File: src/rtl/lfsr_burst_ctrl_if.sv
// Bus between the LFSR burst controller and its environment: two requesters
// with a level request / word accept pair each, plus the serial generator link.
//
// Handshake: the controller raises gnt[i] when it picks requester i and holds it
// until the word is taken; valid[i] rises once dout holds a complete word and
// stays high, with dout stable, until an edge where ack[i] is sampled high for
// the granted bit. ack bits of a non-granted requester, or ack outside a word
// offer, have no effect.
interface lfsr_burst_ctrl_if #(
  parameter int WIDTH = 8
) ();
  logic [1:0]       req;
  logic [1:0]       ack;
  logic [1:0]       gnt;
  logic [1:0]       valid;
  logic [WIDTH-1:0] dout;
  logic             busy;
  logic             lock_err;
  logic             lfsr_load;
  logic             lfsr_seed;
  logic             lfsr_q;
  logic [1:0]       dbg_state;

  // Requester / generator side.
  modport master (
    output req, ack, lfsr_q,
    input  gnt, valid, dout, busy, lock_err, lfsr_load, lfsr_seed, dbg_state
  );

  // Controller side.
  modport slave (
    input  req, ack, lfsr_q,
    output gnt, valid, dout, busy, lock_err, lfsr_load, lfsr_seed, dbg_state
  );
endinterface

File: src/rtl/lfsr_burst_ctrl.sv
// LFSR burst controller: shares one free-running 4-bit serial LFSR between two
// requesters. It seeds the generator, collects WIDTH serial samples into a word
// and offers the word to the granted requester with a valid/ack handshake.
// Round-robin arbitration and a lock-up watchdog (four consecutive zero samples)
// are included.
//
// Build option: define LFSR_CTRL_RESEED_EN to reseed the generator before every
// burst, giving the same word each time. Without it, the generator is seeded
// only after reset or a watchdog trip.
module lfsr_burst_ctrl #(
  parameter int WIDTH = 8
) (
  input  logic              clock,
  input  logic              rst,
  lfsr_burst_ctrl_if.slave  bus
);

  localparam int CW = (WIDTH > 1) ? $clog2(WIDTH) : 1;

  localparam logic [1:0] S_IDLE  = 2'd0;
  localparam logic [1:0] S_SEED  = 2'd1;
  localparam logic [1:0] S_SHIFT = 2'd2;
  localparam logic [1:0] S_DONE  = 2'd3;

`ifdef LFSR_CTRL_RESEED_EN
  localparam logic RESEED_ALWAYS = 1'b1;
`else
  localparam logic RESEED_ALWAYS = 1'b0;
`endif

  logic [1:0]       state_q, state_d;
  logic [1:0]       gnt_q, gnt_d;
  logic [1:0]       valid_q, valid_d;
  logic [WIDTH-1:0] dout_q, dout_d;
  logic [WIDTH-1:0] word_q, word_d;
  logic [CW-1:0]    cnt_q, cnt_d;
  logic [1:0]       zc_q, zc_d;
  logic             busy_q, busy_d;
  logic             lock_err_q, lock_err_d;
  logic             load_q, load_d;
  logic             ptr_q, ptr_d;
  logic             seeded_q, seeded_d;
  logic [1:0]       pick;
  logic             trip;

  // Next-state logic: arbitration, seeding, sampling, watchdog and handshake.
  always_comb begin
    state_d    = state_q;
    gnt_d      = gnt_q;
    valid_d    = valid_q;
    dout_d     = dout_q;
    word_d     = word_q;
    cnt_d      = cnt_q;
    zc_d       = zc_q;
    lock_err_d = lock_err_q;
    load_d     = 1'b0;
    ptr_d      = ptr_q;
    seeded_d   = seeded_q;

    // Both requesting: the pointer decides; otherwise the lone requester wins.
    if (bus.req == 2'b11) begin
      pick = ptr_q ? 2'b10 : 2'b01;
    end else begin
      pick = bus.req;
    end

    // Fourth zero in a row means the generator is stuck in its all-zero state.
    trip = (state_q == S_SHIFT) && !bus.lfsr_q && (zc_q == 2'd3);

    case (state_q)
      S_IDLE: begin
        if (|bus.req) begin
          gnt_d  = pick;
          cnt_d  = '0;
          word_d = '0;
          // Each burst counts zeros from scratch; bursts are not contiguous
          // stretches of the generator sequence.
          zc_d   = 2'd0;
          if (!seeded_q || RESEED_ALWAYS) begin
            state_d = S_SEED;
            load_d  = 1'b1;
          end else begin
            state_d = S_SHIFT;
          end
        end
      end
      S_SEED: begin
        seeded_d = 1'b1;
        cnt_d    = '0;
        zc_d     = 2'd0;
        state_d  = S_SHIFT;
      end
      S_SHIFT: begin
        if (trip) begin
          // Drop the partial word and reseed; the grant is kept.
          lock_err_d = 1'b1;
          seeded_d   = 1'b0;
          zc_d       = 2'd0;
          cnt_d      = '0;
          word_d     = '0;
          load_d     = 1'b1;
          state_d    = S_SEED;
        end else begin
          zc_d   = bus.lfsr_q ? 2'd0 : zc_q + 2'd1;
          word_d = {word_q[WIDTH-2:0], bus.lfsr_q};
          if (cnt_q == CW'(WIDTH - 1)) begin
            dout_d  = word_d;
            valid_d = gnt_q;
            state_d = S_DONE;
          end else begin
            cnt_d = cnt_q + 1'b1;
          end
        end
      end
      S_DONE: begin
        if (|(bus.ack & gnt_q)) begin
          // Favour the other requester next: serving 0 sets the pointer to 1.
          ptr_d   = gnt_q[0];
          gnt_d   = 2'b00;
          valid_d = 2'b00;
          state_d = S_IDLE;
        end
      end
      default: begin
        state_d = S_IDLE;
      end
    endcase

    busy_d = (state_d != S_IDLE);
  end

  // State and registered outputs, cleared asynchronously.
  always_ff @(posedge clock or posedge rst) begin
    if (rst) begin
      state_q    <= S_IDLE;
      gnt_q      <= 2'b00;
      valid_q    <= 2'b00;
      dout_q     <= '0;
      word_q     <= '0;
      cnt_q      <= '0;
      zc_q       <= 2'd0;
      busy_q     <= 1'b0;
      lock_err_q <= 1'b0;
      load_q     <= 1'b0;
      ptr_q      <= 1'b0;
      seeded_q   <= 1'b0;
    end else begin
      state_q    <= state_d;
      gnt_q      <= gnt_d;
      valid_q    <= valid_d;
      dout_q     <= dout_d;
      word_q     <= word_d;
      cnt_q      <= cnt_d;
      zc_q       <= zc_d;
      busy_q     <= busy_d;
      lock_err_q <= lock_err_d;
      load_q     <= load_d;
      ptr_q      <= ptr_d;
      seeded_q   <= seeded_d;
    end
  end

  assign bus.gnt       = gnt_q;
  assign bus.valid     = valid_q;
  assign bus.dout      = dout_q;
  assign bus.busy      = busy_q;
  assign bus.lock_err  = lock_err_q;
  assign bus.lfsr_load = load_q;
  assign bus.lfsr_seed = 1'b1;
  assign bus.dbg_state = state_q;

endmodule

File: src/flat_wrapper.sv
// flat-port wrapper written by rule: the top's interface ports become plain ports
module lfsr_burst_ctrl_flat 
#(
  parameter int WIDTH = 8
)
  (clock, rst, bus_req, bus_ack, bus_lfsr_q, bus_gnt, bus_valid, bus_dout, bus_busy, bus_lock_err, bus_lfsr_load, bus_lfsr_seed, bus_dbg_state);
  lfsr_burst_ctrl_if #(.WIDTH(WIDTH)) bus_i ();
  input  logic clock;
  input  logic rst;
  input wire logic [$bits(bus_i.req)-1:0] bus_req;
  input wire logic [$bits(bus_i.ack)-1:0] bus_ack;
  input wire logic [$bits(bus_i.lfsr_q)-1:0] bus_lfsr_q;
  output wire logic [$bits(bus_i.gnt)-1:0] bus_gnt;
  output wire logic [$bits(bus_i.valid)-1:0] bus_valid;
  output wire logic [$bits(bus_i.dout)-1:0] bus_dout;
  output wire logic [$bits(bus_i.busy)-1:0] bus_busy;
  output wire logic [$bits(bus_i.lock_err)-1:0] bus_lock_err;
  output wire logic [$bits(bus_i.lfsr_load)-1:0] bus_lfsr_load;
  output wire logic [$bits(bus_i.lfsr_seed)-1:0] bus_lfsr_seed;
  output wire logic [$bits(bus_i.dbg_state)-1:0] bus_dbg_state;
  assign bus_i.req = bus_req;
  assign bus_i.ack = bus_ack;
  assign bus_i.lfsr_q = bus_lfsr_q;
  assign bus_gnt = bus_i.gnt;
  assign bus_valid = bus_i.valid;
  assign bus_dout = bus_i.dout;
  assign bus_busy = bus_i.busy;
  assign bus_lock_err = bus_i.lock_err;
  assign bus_lfsr_load = bus_i.lfsr_load;
  assign bus_lfsr_seed = bus_i.lfsr_seed;
  assign bus_dbg_state = bus_i.dbg_state;
  lfsr_burst_ctrl #(.WIDTH(WIDTH)) u_core (.clock(clock), .rst(rst), .bus(bus_i));
endmodule
File: config.mk
export PLATFORM = sky130hd
export DESIGN_NAME = lfsr_burst_ctrl_flat
export DESIGN_NICKNAME = d
export VERILOG_FILES = /design/src/rtl/lfsr_burst_ctrl_if.sv /design/src/rtl/lfsr_burst_ctrl.sv /design/src/flat_wrapper.sv
export SDC_FILE = /design/constraint.sdc
export NUM_CORES = 1
export LEC_CHECK = 0
export ABC_AREA = 1
export BUFFER_PORTS_ARGS = -buffer_cell sky130_fd_sc_hd__buf_4
export CORE_ASPECT_RATIO = 0.5
export CORE_MARGIN = 2
export CORE_UTILIZATION = 45
export CTS_CLUSTER_DIAMETER = 150
export DETAILED_ROUTE_END_ITERATION = 10
export MAX_ROUTING_LAYER = met4
export PLACE_DENSITY = 0.66
export SLEW_MARGIN = 20
export SYNTH_ARGS = -nofsm -noshare
export SYNTH_HDL_FRONTEND = slang
export SYNTH_SLANG_ARGS = --single-unit
File: constraint.sdc
create_clock -name clock -period 3.3 [get_ports clock]
set_input_delay 0.33 -clock clock [delete_from_list [all_inputs] [get_ports clock]]
set_output_delay 0.33 -clock clock [all_outputs]
set_load 0.01 [all_outputs]
# == After elaboration in Yosys (flattened, before gate mapping) ==
# Index checks and enable logic that the tools add are counted.
# word_totals
wordCells,80
reg_bits,31
# op_classes
reduce_logical,21
eq_ne,12
add_sub_neg,2
muxes,31
bitwise_logic,2
# op_table
cell,count
2-to-1 mux 2 bit,14
2-to-1 mux 7 bit,2
one-hot mux 7 bit (2 select lines),1
AND reduction 2 bit,5
nonzero test 2 bit,5
2-to-1 mux 3 bit,3
one-hot mux 3 bit (3 select lines),1
AND reduction 3 bit,3
== test 2 bit (second input constant),4
one-hot mux 2 bit (2 select lines),2
one-hot mux 2 bit (4 select lines),1
inequality test 2 x 1 -> 1 bit (second input constant),3
one-hot mux 2 bit (3 select lines),1
2-to-1 mux 1 bit,4
inequality test 2 bit (second input constant),2
one-hot mux 1 bit (2 select lines),2
AND reduction 4 bit,1
OR reduction 2 bit,2
adder 3 x 1 -> 3 bit (second input constant),1
== test 3 bit (second input constant),1
inequality test 3 x 2 -> 1 bit (second input constant),1
nonzero test 3 bit,1
adder 2 x 1 -> 2 bit (second input constant),1
AND 2 bit,1
other kinds (5),6

# == Depth between registers and ports, before layout ==
# logic_depth
ltp_word,6
depth_mapped,7
ltp_nobuf,7

# == Worst setup path after synthesis ==
# OpenSTA, ideal clock, no wires.
# synth_timing
path_kind,register to register
startpoint,reg u_core.cnt_q[0]
endpoint,reg u_core.dout_q[0] (netlist: u_core.bus.dout[0])
required_ns,3.226
period_less_slack_ns,1.299
t_arrival_ns,1.225
stages_incl_launch_ff,7
setup_ns,0.074
n_path_buf,1
path_slack_ns,2.001
path_cell_list,dfrtp_1 -> ha_1 -> ha_1 -> o211ai_4 -> buf_6 -> nand2_1 -> o21ai_2
# synth_between
elab_chain_len,2
# synth_rtl
element,line,rtl
from (decl),lfsr_burst_ctrl.sv:36,"logic [CW-1:0] cnt_q, cnt_d;"
from (signal assigned),lfsr_burst_ctrl.sv:153,cnt_q <= cnt_d;
== test 3 bit,lfsr_burst_ctrl.sv:106,if (cnt_q == CW'(WIDTH - 1)) begin
AND reduction 3 bit (no source line),--,
to (signal assigned),lfsr_burst_ctrl.sv:151,dout_q <= dout_d;
to (decl),lfsr_burst_ctrl.sv:34,"logic [WIDTH-1:0] dout_q, dout_d;"
# Every way passes these cells.
# A chain may end at the register's enable or synchronous reset.

# == Worst setup path in the final report ==
# layout_timing
startpoint,reg u_core.state_q[0] (netlist: u_core.bus.dbg_state[0])
endpoint,reg u_core.busy_q (netlist: u_core.bus.busy)
# layout_between
elab_chain_len,6
word_cells_on_any_way,12
cone_classes,eq/ne (3); mux (5); reduce/logical (4)
# layout_rtl
element,line,rtl
from (decl),lfsr_burst_ctrl.sv:31,"logic [1:0] state_q, state_d;"
from (signal assigned),lfsr_burst_ctrl.sv:148,state_q <= state_d;
== test 2 bit,"lfsr_burst_ctrl.sv:68, lfsr_burst_ctrl.sv:70",
logical AND 1 bit (2 in series),lfsr_burst_ctrl.sv:68,trip = (state_q == S_SHIFT) && !bus.lfsr_q && (zc_q == 2'd3);
2-to-1 mux 2 bit,lfsr_burst_ctrl.sv:94,if (trip) begin
one-hot mux 2 bit (4 select lines) (*),lfsr_burst_ctrl.sv:70,case (state_q)
nonzero test 2 bit (*),lfsr_burst_ctrl.sv:129,busy_d = (state_d != S_IDLE);
net u_core.busy_d,lfsr_burst_ctrl.sv:38,"logic busy_q, busy_d;"
to (signal assigned),lfsr_burst_ctrl.sv:155,busy_q <= busy_d;
to (decl),lfsr_burst_ctrl.sv:38,
# Mark *: on every way through the listed nets, which the timed path passes. The rest lies on a longest branch.

==> results.txt <==
----------------------------------------------------
[Synth]
  Number of instances in the synthesized netlist ... 164
  Area contributors post-synth ... sky130_fd_sc_hd__dfrtp_1 (53%), sky130_fd_sc_hd__nand2_1 (11%), sky130_fd_sc_hd__inv_1 (5.4%)
  Count of warnings emitted by yosys ... 0
  Synthesized Nets ... 175
  Flops & latches, synth ... 31
  Average cell area after synthesis ... 8.87 sq um
  Summed instance area of the synthesized netlist ... 1450 sq um
  Portion of synthesized cell area occupied by the leading cell type ... 0.534
  Sequential fraction of the synthesis area ... 0.534
  Post-synth cell types ... 23
  Largest area contributor in the netlist ... sky130_fd_sc_hd__dfrtp_1

[Final layout]
  Final nets ... 203
  Most used cells in the layout excluding fill and tap cells ... sky130_fd_sc_hd__nand2_1 (41), sky130_fd_sc_hd__dfrtp_1 (31), sky130_fd_sc_hd__buf_4 (24)
  Most frequent standard cell in the layout excluding fill and tap cells ... sky130_fd_sc_hd__nand2_1
  Fill cell instance count of the final layout ... 279
  Area added between synthesis and finish ... 20.2%
  Non-filler instance count after layout ... 232
  Number of diodes added for antenna fixing ... 0
  Reg area ... 776 sq um
  Layout cell share with drive strength beyond 1 ... 0.245
  Footprint of the multi-input gates ... 563 sq um

[CTS]
  Number of sinks on the clock net ... 31
  CTS H-Tree Depth ... 2
  Clock transition at the register clock pins on the worst setup and hold paths after CTS ... 70 ps
  Number of buffers on the longest clock path ... 2
  Number of buffers added to fix hold violations after cts ... 0
  CTS root buf ... sky130_fd_sc_hd__clkbuf_8
  Worst skew pair latency ... 280 ps
  Number of setup buffers added after CTS ... 0
  TritonCTS clock tree ... built
  Number of buffers created by CTS ... 5
  Resize count post-CTS ... 0

[GRT]
  Total congestion overflow after global routing ... 0
  Vias in the first global route ... 1077
  Maximum number of pins on one net before global-route repair ... 32
  Number of antenna violations at the first check in global routing ... 0
  Overall fraction of global-route tracks in use ... 0.169
  Wire length of the first global-routing pass ... 4640 um

[Route]
  Total vias in the final route ... 1127
  Highest Signal Layer ... met4
  Remaining design rule violation count ... 1
  Aggregate routed wire length ... 2620 um
  Routed wire per std cell ... 11.3 um
  Met2 wirelength from detailed routing ... 1170 um
  Drt pass-1 iters ... 8
  Vias/cell ... 4.86
  Antenna Nets Post-Route ... 0
  Violation count after the first detailed-routing iteration ... 52
  Length of routed wiring on met1 ... 1280 um
  Metal3 WL ... 142 um

[Timing]
  Achievable frequency ... 615 MHz
  Relative max-transition margin ... 0.615
  Time the worst path needs with I/O delays and setup ... 1630 ps
  Least-Margin Pin Slew ... 575 ps
  Final max-slew violation count ... 0
  Setup repair after global routing missed its margin ... no
  Final sum of negative setup slack ... 0 ps
  Worst Skew ... 10.4 ps
  Finish-stage setup viols ... 0
  Final worst path period share ... 0.493
  Endpoints failing hold ... 0

[Die]
  Number of primary I/O pins ... 25
  Number of core rows ... 14
  Die outline area ... 3730 sq um
  Core Area ... 3050 sq um
  Die boundary height ... 44.2 um
  Starting density of the core ... 0.477
  Die width ... 84.4 um

[Placed design]
  Final GP Congestion ... 0.772
  Placed wire-length estimate after detailed placement ... 1900 um
  Placed cells ... 225
  I/O Buffers ... 23

[Flow run]
  Max cap viols ... 0

[Run status]
  Status ... finished, violations left
  Violations in the final reports ... design-rule violations

[Setup path]
  Critical-path top delay cell ... sky130_fd_sc_hd__nand4_1
  Cell breakdown of the critical path ... inv_1 -> nand4_1 -> nand2_1 -> nand2_1 -> nand2_1 -> nand3_1
  Setup Crit Path Kind ... reg2reg
  Critical path data required time ... 3460 ps
  Most used cell, CP ... sky130_fd_sc_hd__nand2_1
  Capturing element type of the critical path ... flip-flop
  Crit path launch type ... flip-flop
  Maximum net fanout on the critical path ... 13
  Largest stage delay, worst path ... 470 ps
  Arrival time worst endpoint ... 1780 ps

[Pwr]
  Highest ir drop seen on vdd ... 0.346 mV
  PD cells ... 927 nW/um^2
  Leak pwr ... 0.000939 uW

[Worst hold path]
  Worst min-delay path category ... in2async

----------------------------------------------------
-- cell usage after synthesis, drive strengths merged --
| library cell | n |
|---|---|
| a21oi | 1 |
| buf | 3 |
| conb | 1 |
| dfrtp | 31 |
| ha | 4 |
| inv | 23 |
| nand2 | 44 |
| nand3 | 13 |
| nand3b | 1 |
| nand4 | 4 |
| nor2 | 15 |
| o211ai | 1 |
| o21ai | 22 |
| o22ai | 1 |
-- critical path, delay by kind of cell, from the launching register on --
kind                   cells  cell delay, ps
flip-flops                 1             420
AND/OR/NAND/NOR            5             910
buffers and inverters      1             180
-- path summary, 6_finish.rpt --
check,from,slack [ps],to,cells after the start
max,u_core.bus.dbg_state[0],1670,u_core.bus.busy,6
min,rst,120,u_core.bus.dout[0],3
max reg2reg,u_core.bus.dbg_state[0],1670,u_core.bus.busy,6
min reg2reg,u_core.bus.lock_err,470,u_core.bus.lock_err,2
max in group asynchronous,rst,2880,u_core.bus.dout[3],3
min in group clock,bus_req[1],370,u_core.bus.gnt[0],4
-- cell type report --
cell class | count | share of cell area
clock buffer | 6 | 0.0472
clock inverter | 1 | 0.00286
inverter | 23 | 0.0523
multi-input combinational | 107 | 0.322
sequential | 31 | 0.444
tap | 40 | 0.0286
timing repair buffer | 24 | 0.103
-- report_power, final --
part / internal [uW] / total, uW / switching, uW
Clock: 163 / 295 / 132
Sequential: 534 / 632 / 98.4
Combinational: 281 / 692 / 411
Total: 978 / 1620 / 642
-- per-stage QoR --
step | total power [uW] | setup WS [ps] | hold slack (ps) | instance area (sq um) | utilization
6_report | 1620 | 1670 | 122 | 1750 | 0.573
5_1_grt | 1760 | 1540 | 169 | 1750 | 0.573
4_1_cts | 1640 | 1690 | 144 | 1750 | 0.573
3_5_place_dp | 1340 | 1700 | 448 | 1660 | 0.545
3_3_place_gp | 1320 | 1720 | 440 | 1660 | 0.545
2_1_floorplan | 1110 | 2000 | 434 | 1450 | -
-- state kept, by name, summed over array words and instances (netlist names) --
signal / count
u_core.bus.dbg_state: 2
u_core.bus.dout: 8
u_core.bus.lfsr_load: 1
u_core.word_q: 7
u_core.seeded_q: 1
u_core.zc_q: 2
u_core.bus.valid: 2
u_core.bus.gnt: 2
u_core.bus.lock_err: 1
u_core.cnt_q: 3
u_core.bus.busy: 1
u_core.ptr_q: 1
-- cells by family (layout without fill, tap and decap cells) --
family,Yosys count,count (layout),synth area share
fa+ha+maj,4,4,0.0344
compound gates,25,25,0.119
flops,31,31,0.534
simple gates,77,77,0.231
other cells,1,1,0.00258
buf+inv,26,54,0.0792
-- per-layer routing --
metal | track usage | vias to the layer above
met3 | 0.0522 | 4
met2 | 0.262 | 34
li1 | - | 583
met5 | - | -
met4 | 0.0762 | 0
met1 | 0.210 | 506
(Power assumes the default switching activity.)
